**src/rtl/seg_scan_mux.sv**
```systemverilog
// seg_scan_mux: time-multiplexed digit scanner feeding a 4-bit to 7-segment
// decoder. Each digit owns a slot of PRESCALE cycles. The first BLANK_CYCLES
// of every slot drive no digit, which stops ghosting while the common lines
// switch. New digit values are staged and only copied into the displayed
// (shadow) copy at the end of a frame, so a frame never shows a mix of old
// and new values. Leading zeros can be suppressed.

// Per-digit storage: staging register, displayed copy, and this digit's
// link in the leading-zero chain.
module seg_scan_digit #(
    parameter bit IS_LSD = 1'b0
) (
    input  logic       clk,
    input  logic       rst_n,
    input  logic       load,
    input  logic       commit_direct,
    input  logic       commit_stage,
    input  logic [3:0] din,
    input  logic       din_dp,
    input  logic       zero_in,
    input  logic       lz_en,
    output logic [3:0] code,
    output logic       dp,
    output logic       zero_out,
    output logic       suppress
);
    logic [3:0] stage;
    logic       stage_dp;

    // Staging register: the latest load always wins.
    always_ff @(posedge clk or negedge rst_n) begin
        if (!rst_n) begin
            stage    <= '0;
            stage_dp <= 1'b0;
        end else if (load) begin
            stage    <= din;
            stage_dp <= din_dp;
        end
    end

    // Displayed copy: changes only at the edge closing a frame. A load in
    // that very cycle bypasses staging so it is shown with no frame of lag.
    always_ff @(posedge clk or negedge rst_n) begin
        if (!rst_n) begin
            code <= '0;
            dp   <= 1'b0;
        end else if (commit_direct) begin
            code <= din;
            dp   <= din_dp;
        end else if (commit_stage) begin
            code <= stage;
            dp   <= stage_dp;
        end
    end

    // zero_out: this digit and every digit above it are 4'h0. Codes A-F are
    // nonzero. The rightmost digit is never suppressed so a value of zero
    // still shows a single 0.
    always_comb begin
        zero_out = zero_in && (code == 4'h0);
        suppress = lz_en && zero_out && !IS_LSD;
    end
endmodule

// Top level: slot counter, slot index, pending flag and output decode.
module seg_scan_mux #(
    parameter int NUM_DIGITS     = 4,
    parameter int PRESCALE       = 1000,
    parameter int BLANK_CYCLES   = 2,
    parameter bit DIG_ACTIVE_LOW = 1'b1
) (
    input  logic                    clk,
    input  logic                    rst_n,
    input  logic [4*NUM_DIGITS-1:0] digits_in,
    input  logic [NUM_DIGITS-1:0]   dp_in,
    input  logic                    load,
    input  logic                    lz_blank,
    output logic [3:0]              nibble_out,
    output logic [NUM_DIGITS-1:0]   dig_sel,
    output logic                    dp_out,
    output logic                    blank_out,
    output logic                    frame_done
);
    localparam int CNT_W = (PRESCALE > 1) ? $clog2(PRESCALE) : 1;
    localparam int IDX_W = (NUM_DIGITS > 1) ? $clog2(NUM_DIGITS) : 1;
    localparam logic [CNT_W-1:0] CNT_LAST  = CNT_W'(PRESCALE - 1);
    localparam logic [CNT_W-1:0] CNT_BLANK = CNT_W'(BLANK_CYCLES);
    localparam logic [IDX_W-1:0] IDX_LAST  = IDX_W'(NUM_DIGITS - 1);

    logic [CNT_W-1:0]             cnt;
    logic [IDX_W-1:0]             idx;
    logic                         pend;
    logic                         lz_q;
    logic                         slot_end;
    logic                         commit_direct;
    logic                         commit_stage;

    logic [NUM_DIGITS-1:0][3:0]   din_bus;
    logic [NUM_DIGITS-1:0][3:0]   shadow;
    logic [NUM_DIGITS-1:0]        shadow_dp;
    logic [NUM_DIGITS-1:0]        suppress;
    logic [NUM_DIGITS:0]          zero_chain;

    logic                         show;
    logic [NUM_DIGITS-1:0]        active;

    assign din_bus  = digits_in;
    assign slot_end = (cnt == CNT_LAST);

    // Slot cycle counter and slot index; a frame is NUM_DIGITS slots.
    always_ff @(posedge clk or negedge rst_n) begin
        if (!rst_n) begin
            cnt <= '0;
            idx <= '0;
        end else if (slot_end) begin
            cnt <= '0;
            idx <= (idx == IDX_LAST) ? '0 : idx + 1'b1;
        end else begin
            cnt <= cnt + 1'b1;
        end
    end

    // Pending flag: set by a load, cleared whenever a frame boundary
    // commits, whether from the stage or straight from the inputs.
    always_ff @(posedge clk or negedge rst_n) begin
        if (!rst_n) begin
            pend <= 1'b0;
        end else if (frame_done) begin
            pend <= 1'b0;
        end else if (load) begin
            pend <= 1'b1;
        end
    end

    // Suppression enable is registered so no input reaches an output
    // combinationally.
    always_ff @(posedge clk or negedge rst_n) begin
        if (!rst_n) lz_q <= 1'b0;
        else        lz_q <= lz_blank;
    end

    assign commit_direct = frame_done && load;
    assign commit_stage  = frame_done && !load && pend;

    // The leading-zero chain runs from the most significant digit downwards.
    assign zero_chain[NUM_DIGITS] = 1'b1;

    genvar k;
    generate
        for (k = 0; k < NUM_DIGITS; k++) begin : g_digit
            seg_scan_digit #(
                .IS_LSD (k == 0)
            ) u_digit (
                .clk           (clk),
                .rst_n         (rst_n),
                .load          (load),
                .commit_direct (commit_direct),
                .commit_stage  (commit_stage),
                .din           (din_bus[k]),
                .din_dp        (dp_in[k]),
                .zero_in       (zero_chain[k+1]),
                .lz_en         (lz_q),
                .code          (shadow[k]),
                .dp            (shadow_dp[k]),
                .zero_out      (zero_chain[k]),
                .suppress      (suppress[k])
            );
        end
    endgenerate

    // Output decode: a suppressed digit looks exactly like the blank phase,
    // but nibble_out always carries the current code.
    always_comb begin
        show       = (cnt >= CNT_BLANK) && !suppress[idx];
        active     = show ? (NUM_DIGITS'(1) << idx) : '0;
        dig_sel    = DIG_ACTIVE_LOW ? ~active : active;
        nibble_out = shadow[idx];
        dp_out     = show && shadow_dp[idx];
        blank_out  = !show;
        frame_done = slot_end && (idx == IDX_LAST);
    end
endmodule

```
**config.mk**
```make
export PLATFORM = sky130hd
export DESIGN_NAME = seg_scan_mux
export DESIGN_NICKNAME = d
export VERILOG_FILES = /design/src/rtl/seg_scan_mux.sv
export SDC_FILE = /design/constraint.sdc
export NUM_CORES = 1
export LEC_CHECK = 0
export BUFFER_PORTS_ARGS = -buffer_cell sky130_fd_sc_hd__buf_2
export CAP_MARGIN = 20
export CORE_MARGIN = 10
export CORE_UTILIZATION = 25
export CTS_CLUSTER_SIZE = 30
export DETAILED_ROUTE_END_ITERATION = 7
export PLACE_DENSITY = 0.51
export SYNTH_ARGS = -nofsm -noshare
export SYNTH_HDL_FRONTEND = slang
export SYNTH_SLANG_ARGS = --single-unit
export TNS_END_PERCENT = 1
```
**constraint.sdc**
```tcl
create_clock -name clk -period 3.7 [get_ports clk]
set_input_delay 0.37 -clock clk [delete_from_list [all_inputs] [get_ports clk]]
set_output_delay 0.37 -clock clk [all_outputs]
set_load 0.005 [all_outputs]
```
==> results.yml <==
route:
  drt_iter0_markers: 45
  dr_wl_met3_um: 138
  wl_per_cell_um: 14.7
  vias_per_cell: 4.32
  dr.max_layer_used: "met4"
  vias: 1499
  routed_wl_um: 5090
  drc: 0
  wl_met1_um: 2490
  dr.pass1.iters: 4
  wl_met2_um: 2400
  ant_nets: 0
global_route:
  grt_pass1_wl_um: 8490
  grt_max_degree: 29
  grt_usage: 0.0724
  overflow: 0
  grt_pass1_vias: 1608
  antenna_found_initial: 0
setup_path:
  critPathKind: "reg2out"
  crit_path_max_fanout: 5
  arrival_ns: 2.20
  end_kind: "output pin"
  cp-start-kind: "flip-flop"
  cp.required_ns: 3.33
  r2r_setup_slack_ns: 1.57
logic_synthesis:
  ys_seq_area_frac: 0.541
  synth_area_um2: 2500
  syn_nets: 209
  synth_enable_flop_cells: 0
  synth_ff_type: "dfrtp_1"
  avgSynthCellArea_um2: 13.9
  ys_warn_count: 0
  synth.distinct_cells: 36
  synthCells: 179
  async_flop_share: 1.00
  yosys_register_bits: 54
worst_hold_path:
  min-delay-path-class: "in2async"
pwr:
  comb_power_share: 0.062
  power_density_nw_per_um2: 345
  switching_power_uw: 211
  peakVddDrop_v: 0.000119
  leakagePower_uw: 0.00130
  cell_internal_pwr_uw: 772
  p_seq_frac: 0.628
  netSwitchingFraction: 0.214
  pwr-share-clk: 0.311
place:
  globalplace.congestion: 0.756
  place_ws_ns: 1.45
  io_buffers: 34
  dp_hpwl_um: 3790
cts:
  clock_path_buffers: 2
  cts_buffers: 5
  cts_setup_buffers: 0
  cts_root_buf: "clkbuf_8"
  cts_resized: 0
  htreeDepth: 2
  cts_sinks: 54
  clkTransAtPathRegs_ns: 0.09
  cts_tree: "done"
  holdBufCountCts: 0
  clock_latency_ns: 0.30
timing:
  holdWs_ns: 0.0709
  layout_setup_ws_ns: 1.13
  relSlewSlack: 0.588
  hold_violations: 0
  fin_worst_skew_ns: 0.00900
  rsz0062_at_grt: "no"
  finalSetupTns_ns: 0
  setup_violations: 0
  finalCritPeriodShare: 0.695
  finalCriticalPeriod_ns: 2.57
  worst_slew_pin_slew_ns: 0.619
  max_freq_mhz: 389
  drv_slew: 0
die:
  die_h_um: 120
  core_um2: 9730
  ios: 35
  die_w_um: 120
  design.die.area_um2: 14400
  initial_core_util: 0.257
  num_rows: 36
outcome:
  status: "finished clean"
cells_and_area:
  diodes: 0
  final_layout_size_suffix_gt1_frac: 0.430
  fin_nets: 244
  nFillCells: 1019
  finish.utilization: 0.293
  area_growth_pct: 14.1
flow_run:
  maxCapViolations: 0
==> sequential cells by signal (all words and copies together), names as in the netlist <==
name and cells:
cnt 10, g_digit.u_digit.code 16, g_digit.u_digit.dp 4, g_digit.u_digit.stage 16
g_digit.u_digit.stage_dp 4, idx 2, lz_q 1, pend 1
==> through the flow <==
stage | total power (uW) | area (um2) | instances
floorplan | 659 | 2500 | 179
global placement | 690 | 2770 | 340
detailed placement | 691 | 2770 | 340
CTS | 1000 | 2850 | 347
global route | 1030 | 2850 | 347
finish | 982 | 2850 | 347
==> kinds of logic after synthesis <==
kind of cell	Yosys count	synth area share
DFF	54	0.541
muxes	47	0.235
and+or+nand+nor	36	0.0912
AOI/OAI and AO/OA	20	0.0546
buffers and inverters	13	0.0376
adders and majority gates	6	0.0301
xor gates and xnor gates	3	0.0105
==> layout by cell type (no fill, tap or decap) <==
| cell | n |
|---|---|
| o211a_1 | 1 |
| and2_0 | 1 |
| o211ai_1 | 6 |
| buf_4 | 2 |
| o221ai_1 | 1 |
| clkbuf_1 | 2 |
| o21ai_0 | 4 |
| clkbuf_8 | 5 |
| o21bai_1 | 1 |
| or3b_4 | 1 |
| a31oi_1 | 1 |
| nand2_1 | 4 |
| o21a_1 | 2 |
| nand4_1 | 1 |
| inv_1 | 5 |
| xnor2_1 | 2 |
| mux2_2 | 42 |
| xor2_1 | 1 |
| nor4_4 | 1 |
| or4_1 | 3 |
| and2_1 | 1 |
| nand3_1 | 8 |
| ha_1 | 6 |
| nand4b_1 | 1 |
| or2_2 | 1 |
| nor2_1 | 5 |
| nor3_1 | 1 |
| nor4_1 | 2 |
| o31a_1 | 1 |
| buf_2 | 34 |
| dfrtp_1 | 54 |
| or3_1 | 5 |
| nor3_4 | 1 |
| mux4_2 | 5 |
| a21oi_1 | 3 |
==> final cells by class <==
class	instances	area (um2)	area share
inverters	5	18.8	0.00659
repair buffers	36	185	0.0650
multi-input cells	112	1050	0.369
flip-flops and latches	54	1350	0.474
clock buffers	7	76.3	0.0268
well taps	133	166	0.0584
==> power by group through the flow <==
stage / combinational [uW] / clock (uW) / sequential (uW)
detailed placement: 62.9 / 0 / 629
CTS: 63.0 / 320 / 617
floorplan: 32.4 / 0 / 627
global route: 68.7 / 342 / 619
finish: 60.7 / 305 / 616
global placement: 62.2 / 0 / 628
==> worst max-delay path, stage by stage (launching register included) <==
cell and delay (ns):
dfrtp_1 0.39, inv_1 0.05, ha_1 0.18, or4_1 0.55, or3_1 0.44, o211ai_1 0.13, buf_2 0.15
==> cells in the mapped netlist (all sizes together), types with 2 or more instances <==
cell type  instances  share of area
nand3              8          0.016
nor3               2         0.0085
nand2              4         0.0060
mux2              42           0.19
or3                5          0.013
nor2               5         0.0075
and2               2         0.0050
clkbuf             2         0.0070
xnor2              2         0.0070
o21ai              4         0.0080
dfrtp             54           0.54
nor4               3          0.014
ha                 6          0.030
a21oi              3         0.0060
buf                6          0.023
o211ai             6          0.018
mux4               5          0.045
o21a               2         0.0060
or4                3         0.0090
inv                5         0.0075
==> final timing paths <==
kind	startpoint	end	depth (start not counted)
setup / recovery	cnt[0]$_DFF_PN0_	dig_sel[3]	6
hold / removal	rst_n	cnt[2]$_DFF_PN0_	1
setup reg to reg	idx[0]$_DFFE_PN0N_	g_digit[0].u_digit.dp$_DFFE_PN0P_	5
hold reg to reg	cnt[0]$_DFF_PN0_	cnt[0]$_DFF_PN0_	1
max in group asynchronous	rst_n	g_digit[0].u_digit.dp$_DFFE_PN0P_	2
min in group clk	lz_blank	lz_q$_DFF_PN0_	1
==> per-layer routing <==
layer / global-route usage / vias up
li1: - / 718
met1: 0.0937 / 741
met2: 0.116 / 34
met3: 0.0122 / 6
met4: 0.0317 / 0
met5: 0 / -
Power figures use the tool's default switching activity.
